File: config.mk
export PLATFORM = sky130hd
export DESIGN_NAME = vend_ctrl_param
export DESIGN_NICKNAME = d
export VERILOG_FILES = /design/src/rtl/vend_ctrl_param.sv
export SDC_FILE = /design/constraint.sdc
export NUM_CORES = 1
export LEC_CHECK = 0
export CORE_MARGIN = 2
export CORE_UTILIZATION = 54
export DETAILED_ROUTE_END_ITERATION = 8
export GPL_ROUTABILITY_DRIVEN = 0
export PLACE_DENSITY_LB_ADDON = 0.25
export SLEW_MARGIN = 20
export SYNTH_ARGS = -nofsm -noshare
export SYNTH_HDL_FRONTEND = slang
export SYNTH_SLANG_ARGS = --single-unit
File: constraint.sdc
create_clock -name clk -period 3.7 [get_ports clk]
set_input_delay 0.74 -clock clk [delete_from_list [all_inputs] [get_ports clk]]
set_output_delay 0.74 -clock clk [all_outputs]
set_load 0.005 [all_outputs]
File: src/rtl/vend_ctrl_param.sv
// rtl/vend_ctrl_param.sv - parametrised vending-machine controller (N products, change, refund)
// Optional BCD_DISPLAY_EN adds registered two-digit 7-segment credit/change outputs.
module vend_ctrl_param #(
  parameter int NUM_PROD = 4,
  parameter int COIN_W = 3,
  parameter int CREDIT_W = 7,
  parameter logic [NUM_PROD*CREDIT_W-1:0] PRICE_LIST = {7'd5, 7'd4, 7'd3, 7'd2},
  parameter int TIMEOUT_CYC = 1000,
  parameter int DELIVER_CYC = 5
) (
  input  logic                clk,
  input  logic                reset,
  input  logic [NUM_PROD-1:0] sel,
  input  logic                coin_valid,
  input  logic [COIN_W-1:0]   coin_val,
  input  logic                cancel,
  output logic [NUM_PROD-1:0] product,
  output logic                delivered,
  output logic [NUM_PROD-1:0] sel_led,
  output logic [CREDIT_W-1:0] credit,
  output logic [CREDIT_W-1:0] change,
  output logic                change_valid,
  output logic                coin_reject,
  output logic                busy
`ifdef BCD_DISPLAY_EN
  ,
  output logic [13:0]         seg_credit,
  output logic [13:0]         seg_change
`endif
);

  localparam int IW = (NUM_PROD > 1) ? $clog2(NUM_PROD) : 1;
  localparam int TW = $clog2(TIMEOUT_CYC + 1);
  localparam int DW = $clog2(DELIVER_CYC + 1);

  typedef enum logic [1:0] {IDLE, COLLECT, DELIVER, REFUND} state_t;

  state_t              state, state_nx;
  logic [IW-1:0]       idx, idx_nx, sel_idx;
  logic [CREDIT_W-1:0] credit_nx, change_nx, sum, price;
  logic [CREDIT_W:0]   wide_sum;
  logic [NUM_PROD-1:0] sel_led_nx;
  logic [TW-1:0]       tmr, tmr_nx;
  logic [DW-1:0]       dcnt, dcnt_nx;
  logic                change_valid_nx, coin_reject_nx;
  logic                coin_nz, coin_ok, sel_one;

  assign coin_nz  = coin_valid && (coin_val != '0);
  assign wide_sum = {1'b0, credit} + (CREDIT_W+1)'(coin_val);
  assign coin_ok  = coin_nz && !wide_sum[CREDIT_W];
  assign sum      = coin_ok ? wide_sum[CREDIT_W-1:0] : credit;
  assign sel_one  = (sel != '0) && ((sel & (sel - 1'b1)) == '0);

  assign delivered = (state == DELIVER);
  assign busy      = (state != IDLE);

  always_comb begin
    price   = '0;
    sel_idx = '0;
    product = '0;
    for (int i = 0; i < NUM_PROD; i++) begin
      if (idx == IW'(i)) price = PRICE_LIST[i*CREDIT_W +: CREDIT_W];
      if (sel[i]) sel_idx = IW'(i);
      if (state == DELIVER && idx == IW'(i)) product[i] = 1'b1;
    end
  end

  always_comb begin
    state_nx        = state;
    idx_nx          = idx;
    credit_nx       = credit;
    change_nx       = change;
    change_valid_nx = 1'b0;
    coin_reject_nx  = 1'b0;
    sel_led_nx      = sel_led;
    tmr_nx          = tmr;
    dcnt_nx         = dcnt;
    case (state)
      IDLE: begin
        coin_reject_nx = coin_nz;
        if (sel_one) begin
          idx_nx     = sel_idx;
          sel_led_nx = sel;
          change_nx  = '0;
          tmr_nx     = '0;
          state_nx   = COLLECT;
        end
      end
      COLLECT: begin
        // Cancel wins over both a coin and a price match in the same cycle.
        if (cancel) begin
          coin_reject_nx  = coin_nz;
          change_nx       = credit;
          change_valid_nx = 1'b1;
          state_nx        = REFUND;
        end else begin
          coin_reject_nx = coin_nz && !coin_ok;
          credit_nx      = sum;
          tmr_nx         = coin_ok ? '0 : tmr + 1'b1;
          if (sum >= price) begin
            change_nx       = sum - price;
            change_valid_nx = 1'b1;
            dcnt_nx         = '0;
            state_nx        = DELIVER;
          end else if (!coin_ok && tmr == TW'(TIMEOUT_CYC - 1)) begin
            change_nx       = credit;
            change_valid_nx = 1'b1;
            state_nx        = REFUND;
          end
        end
      end
      DELIVER: begin
        coin_reject_nx = coin_nz;
        if (dcnt == DW'(DELIVER_CYC - 1)) begin
          credit_nx  = '0;
          sel_led_nx = '0;
          state_nx   = IDLE;
        end else begin
          dcnt_nx = dcnt + 1'b1;
        end
      end
      default: begin
        coin_reject_nx = coin_nz;
        credit_nx      = '0;
        sel_led_nx     = '0;
        state_nx       = IDLE;
      end
    endcase
  end

  always_ff @(posedge clk or posedge reset) begin
    if (reset) begin
      state        <= IDLE;
      idx          <= '0;
      credit       <= '0;
      change       <= '0;
      change_valid <= 1'b0;
      coin_reject  <= 1'b0;
      sel_led      <= '0;
      tmr          <= '0;
      dcnt         <= '0;
    end else begin
      state        <= state_nx;
      idx          <= idx_nx;
      credit       <= credit_nx;
      change       <= change_nx;
      change_valid <= change_valid_nx;
      coin_reject  <= coin_reject_nx;
      sel_led      <= sel_led_nx;
      tmr          <= tmr_nx;
      dcnt         <= dcnt_nx;
    end
  end

`ifdef BCD_DISPLAY_EN
  function automatic logic [6:0] seg7(input logic [3:0] d);
    case (d)
      4'd0:    seg7 = 7'b0111111;
      4'd1:    seg7 = 7'b0000110;
      4'd2:    seg7 = 7'b1011011;
      4'd3:    seg7 = 7'b1001111;
      4'd4:    seg7 = 7'b1100110;
      4'd5:    seg7 = 7'b1101101;
      4'd6:    seg7 = 7'b1111101;
      4'd7:    seg7 = 7'b0000111;
      4'd8:    seg7 = 7'b1111111;
      4'd9:    seg7 = 7'b1101111;
      default: seg7 = 7'b1000000;
    endcase
  endfunction

  // Values above 99 show a dash on both digits.
  function automatic logic [13:0] seg2(input logic [CREDIT_W-1:0] v);
    logic [31:0] w;
    w = 32'(v);
    if (w > 32'd99) seg2 = {7'b1000000, 7'b1000000};
    else            seg2 = {seg7(4'(w / 32'd10)), seg7(4'(w % 32'd10))};
  endfunction

  always_ff @(posedge clk or posedge reset) begin
    if (reset) begin
      seg_credit <= {7'b0111111, 7'b0111111};
      seg_change <= {7'b0111111, 7'b0111111};
    end else begin
      seg_credit <= seg2(credit);
      seg_change <= seg2(change);
    end
  end
`endif

endmodule
==> results <==
- The power density over the cells is 702 nW/um^2.
- The end point of the critical path is change[1].
- Entering global routing, the biggest net connects 22 pins.
- The die extent in x is between 60 and 70 um.
- The height of the die is 69.4 um.
- Once layout is complete, the utilization of the core stands at 0.751.
- The mapped netlist covers ~2300 um^2.
- Yosys printed 0 warnings.
- The overall routing resource usage is 0.253.
- Synthesis produced a netlist whose cell count is 260.
- The aggregate routed wire length is 5960 um.
- The setup skew after layout is 0.00799 ns.
- The number of antenna violations at the first check in global routing is 0.
- The required time of the critical path is ~4 ns.
- The total of endpoints with negative setup slack in the final report is 0.
- Timing would allow up to between 200 and 300 MHz.
- The number of cell rows is 23.
- In the layout the commonest cells are sky130_fd_sc_hd__dfrtp_1 (37), sky130_fd_sc_hd__clkdlybuf4s50_1 (35), sky130_fd_sc_hd__o21ai_0 (30).
- The tool flagged a number of max-cap violations equal to 0.
- Leaving out fill and tap cells, the most frequent cell in the layout is sky130_fd_sc_hd__dfrtp_1.
- The data arrival time of the critical path is around 3.7 ns.
- Setup repair after global routing left no endpoint under its margin.
- The largest single stage delay on the critical path is around 0.42 ns.
- The post-synthesis area per instance is approximately 8.9 um^2.
- Across all layers, the routed design uses between 2k and 2.5k vias.
- Measured against its own limit, the worst slew margin works out to 0.446.
- In this run the most critical hold path is launched from tmr[8].
- The part of the cycle the worst path needs is 0.946.
- Counting the fill cells in the layout gives about 290.
- The initial utilization of the core area, before any placement, comes to 0.569.
- Counting flops with an async set or reset pin after synthesis yields a share of 1.00.
- The number of iterations in the first detailed-routing pass is 4.
- The clock tree from TritonCTS is built.
- Dividing the detail-routed wire length by the instance count gives approximately 16 um.
- The number of nets in the synthesized netlist is between 200 and 300.
- The placeable core region is between 4000 and 5000 um^2.
- The design draws between 2 and 2.5 mW.
- Traced cell by cell, the critical path runs through clkdlybuf4s50_1, ha_1, nand3_2, a21oi_2, nor2_2, buf_4, mux2i_1, inv_1, ha_1, a21o_1, a21oi_2, buf_4, nand4_1, o21ai_2, buf_6, a2bb2oi_1, o21ai_0.
- The post-route DRC violation count is 0.
- The total instance count after detailed placement is ~360.
- The worst hold path belongs to the class flop to flop.
- The clock period minus worst slack is approximately 3.5 ns.
- The transition time of the tightest slew-check pin is 0.830 ns.
- The run finished with clean final reports.
- In this run, the number of DRC markers left after iteration 0 of detailed routing was 224.
- The insertion delay of the later-clocked pin in the worst-skew pair is about 0.3 ns.
- The final-report max-slew violation count is 0.
- For this design the static power due to leakage is about 1.4 nW.
- The post-detailed-route count of antenna-violating nets is 0.
- The area overhead of the layout relative to synthesis is 31.9%.
- The prevailing post-synth register cell is sky130_fd_sc_hd__dfrtp_1.
- In this run, synthesis produced a sequential element count of 37.
- In this run the worst setup path begins at coin_val[1].
- The peak ir drop on the vdd network is around 0.00053 V.
- The critical register-to-register path startpoint is credit[2].
- The H-tree was split into 2 levels.
- The total number of clock tree sinks is 37.
- The count of cells in the finished layout, fillers not included, comes to around 370.
- STA classifies the critical path endpoint as a flop.
- The capturing point of the worst reg2reg path is change[1].
- The final hold violation count is 0.
- In this run, distinct cell masters in the synthesized netlist total 49.
- In this run the count of I/O pins placed on the die edge is 37.
- The worst setup path is launched from an input pin.
- In this run, synthesis inferred 0 flip-flops with an integrated enable.
- The number of nets in the final layout is between 300 and 400.
- The floorplan die area is between 4000 and 5000 um^2.
- The path type of the worst setup path is input pin to flop.
- In this run the tool buffered the top-level ports with 36 buffer cells.
- For the worst flop-to-flop path, the logic depth is 16.
- Of all nets on the critical path, the largest fanout is 5.
- In this run the deepest clock path goes through 2 buffers.
- TritonCTS created 5 clock buffers.
- The total grt overflow is 0.
- The number of vias per cell after detailed routing is ~6.
- The post-DP HPWL is about 4200 um.
- In the final layout, the share of cells above drive strength 1 is 0.165.
- The clock slew seen by the registers of the worst setup and hold paths is 0.07 ns.
- The cell with the largest stage delay on the worst path is sky130_fd_sc_hd__clkdlybuf4s50_1.
- The tree is rooted in a sky130_fd_sc_hd__clkbuf_8.
- The via count of the first global-routing pass is roughly 2.1k.
- The repair_antennas step left the layout with diodes totalling 0.
- The portion of the post-synthesis area used by sequential elements is 0.401.
- The first global-routing pass estimated approximately 10000 um of wire.
- Across all register-to-register paths, the minimum setup slack is between 0.5 and 0.6 ns.
per-stage QoR:
stage / TNS [ns] / hold WS (ns) / setup WS (ns) / cell area, um^2
after floorplan: 0 / 0.445 / 0.0269 / 2310
after global placement: -0.763 / 0.470 / -0.121 / 2880
final: 0 / 0.479 / 0.199 / 3050
after detailed placement: -3.03 / 0.473 / -0.319 / 2880
after CTS: 0 / 0.484 / 0.0307 / 3000
after global routing: 0 / 0.505 / 0.0197 / 3050
flip-flops by register name (all words and copies together), names as in the netlist:
| name | flops |
|---|---|
| tmr | 10 |
| change | 7 |
| credit | 7 |
| sel_led | 4 |
| dcnt | 3 |
| idx | 2 |
| state | 2 |
| change_valid | 1 |
| coin_reject | 1 |
critical path: cells and delay by family:
kind | cells | cell delay [ns]
AO/OA/AOI/OAI | 6 | 0.81
adder cells (fa/ha/maj) | 2 | 0.64
multiplexers | 1 | 0.21
buffers and inverters | 5 | 0.92
AND/OR/NAND/NOR | 3 | 0.39
logic make-up after synthesis:
| family | after synthesis | share of synthesized area |
|---|---|---|
| buffers and inverters | 19 | 0.0320 |
| and+or+nand+nor | 100 | 0.217 |
| adders and majority gates | 11 | 0.0661 |
| DFF | 37 | 0.401 |
| muxes | 6 | 0.0260 |
| xor gates and xnor gates | 8 | 0.0303 |
| AOI/OAI and AO/OA | 79 | 0.228 |
worst min path at each step:
| stage | to | slack [ns] | depth (start not counted) |
|---|---|---|---|
| global placement | tmr[8] | 0.47 | 1 |
| global route | tmr[8] | 0.51 | 1 |
| detailed placement | tmr[8] | 0.47 | 1 |
| floorplan | tmr[8] | 0.45 | 1 |
| finish | tmr[8] | 0.48 | 1 |
| CTS | tmr[8] | 0.48 | 1 |
power by group:
| part | leakage (nW) | internal [mW] | switching (mW) |
|---|---|---|---|
| clock network | 0.0585 | 0.220 | 0.146 |
| registers | 0.493 | 0.510 | 0.109 |
| logic | 0.807 | 0.561 | 0.592 |
| total | 1.36 | 1.29 | 0.847 |
cell usage after synthesis, drive strengths merged, types with 3 or more instances:
master	count	area (um^2)
o21ai	38	209
xnor2	4	35.0
a21o	4	30.0
dfrtp	37	926
nand2b	3	18.8
nand3	14	75.1
clkbuf	5	20.0
nor3	5	25.0
a21oi	17	108
o211ai	3	22.5
inv	13	48.8
nor2	25	98.8
nand4	6	37.5
o31ai	3	36.3
ha	9	113
xor2	4	35.0
nand2	29	109
and3	5	31.3
a22o	6	52.6
mux2i	6	60.1
cell type report:
type	count	area, um^2	share of cell area
clock buffer	7	86.3	0.0283
timing repair buffer	60	547	0.180
clock inverter	1	30.0	0.00986
inverter	13	48.8	0.0160
tap	50	62.6	0.0205
sequential	37	926	0.304
multi-input combinational	204	1350	0.442
layer usage:
| layer | wire (um) | track usage |
|---|---|---|
| met4 | 146 | 0.0959 |
| met1 | 2680 | 0.349 |
| met2 | 2810 | 0.400 |
| met3 | 331 | 0.0451 |
| met5 | 0 | 0 |
timing repair:
action                                  in CTS  in global routing
resized for setup                            1                  9
pin swaps                                    0                  5
hold endpoints to repair                     0                  0
endpoints found under the setup margin       4                 13
hold buffers                                 0                  0
buffers inserted                             0                  1
No activity file was read; power rests on OpenSTA's default activity.
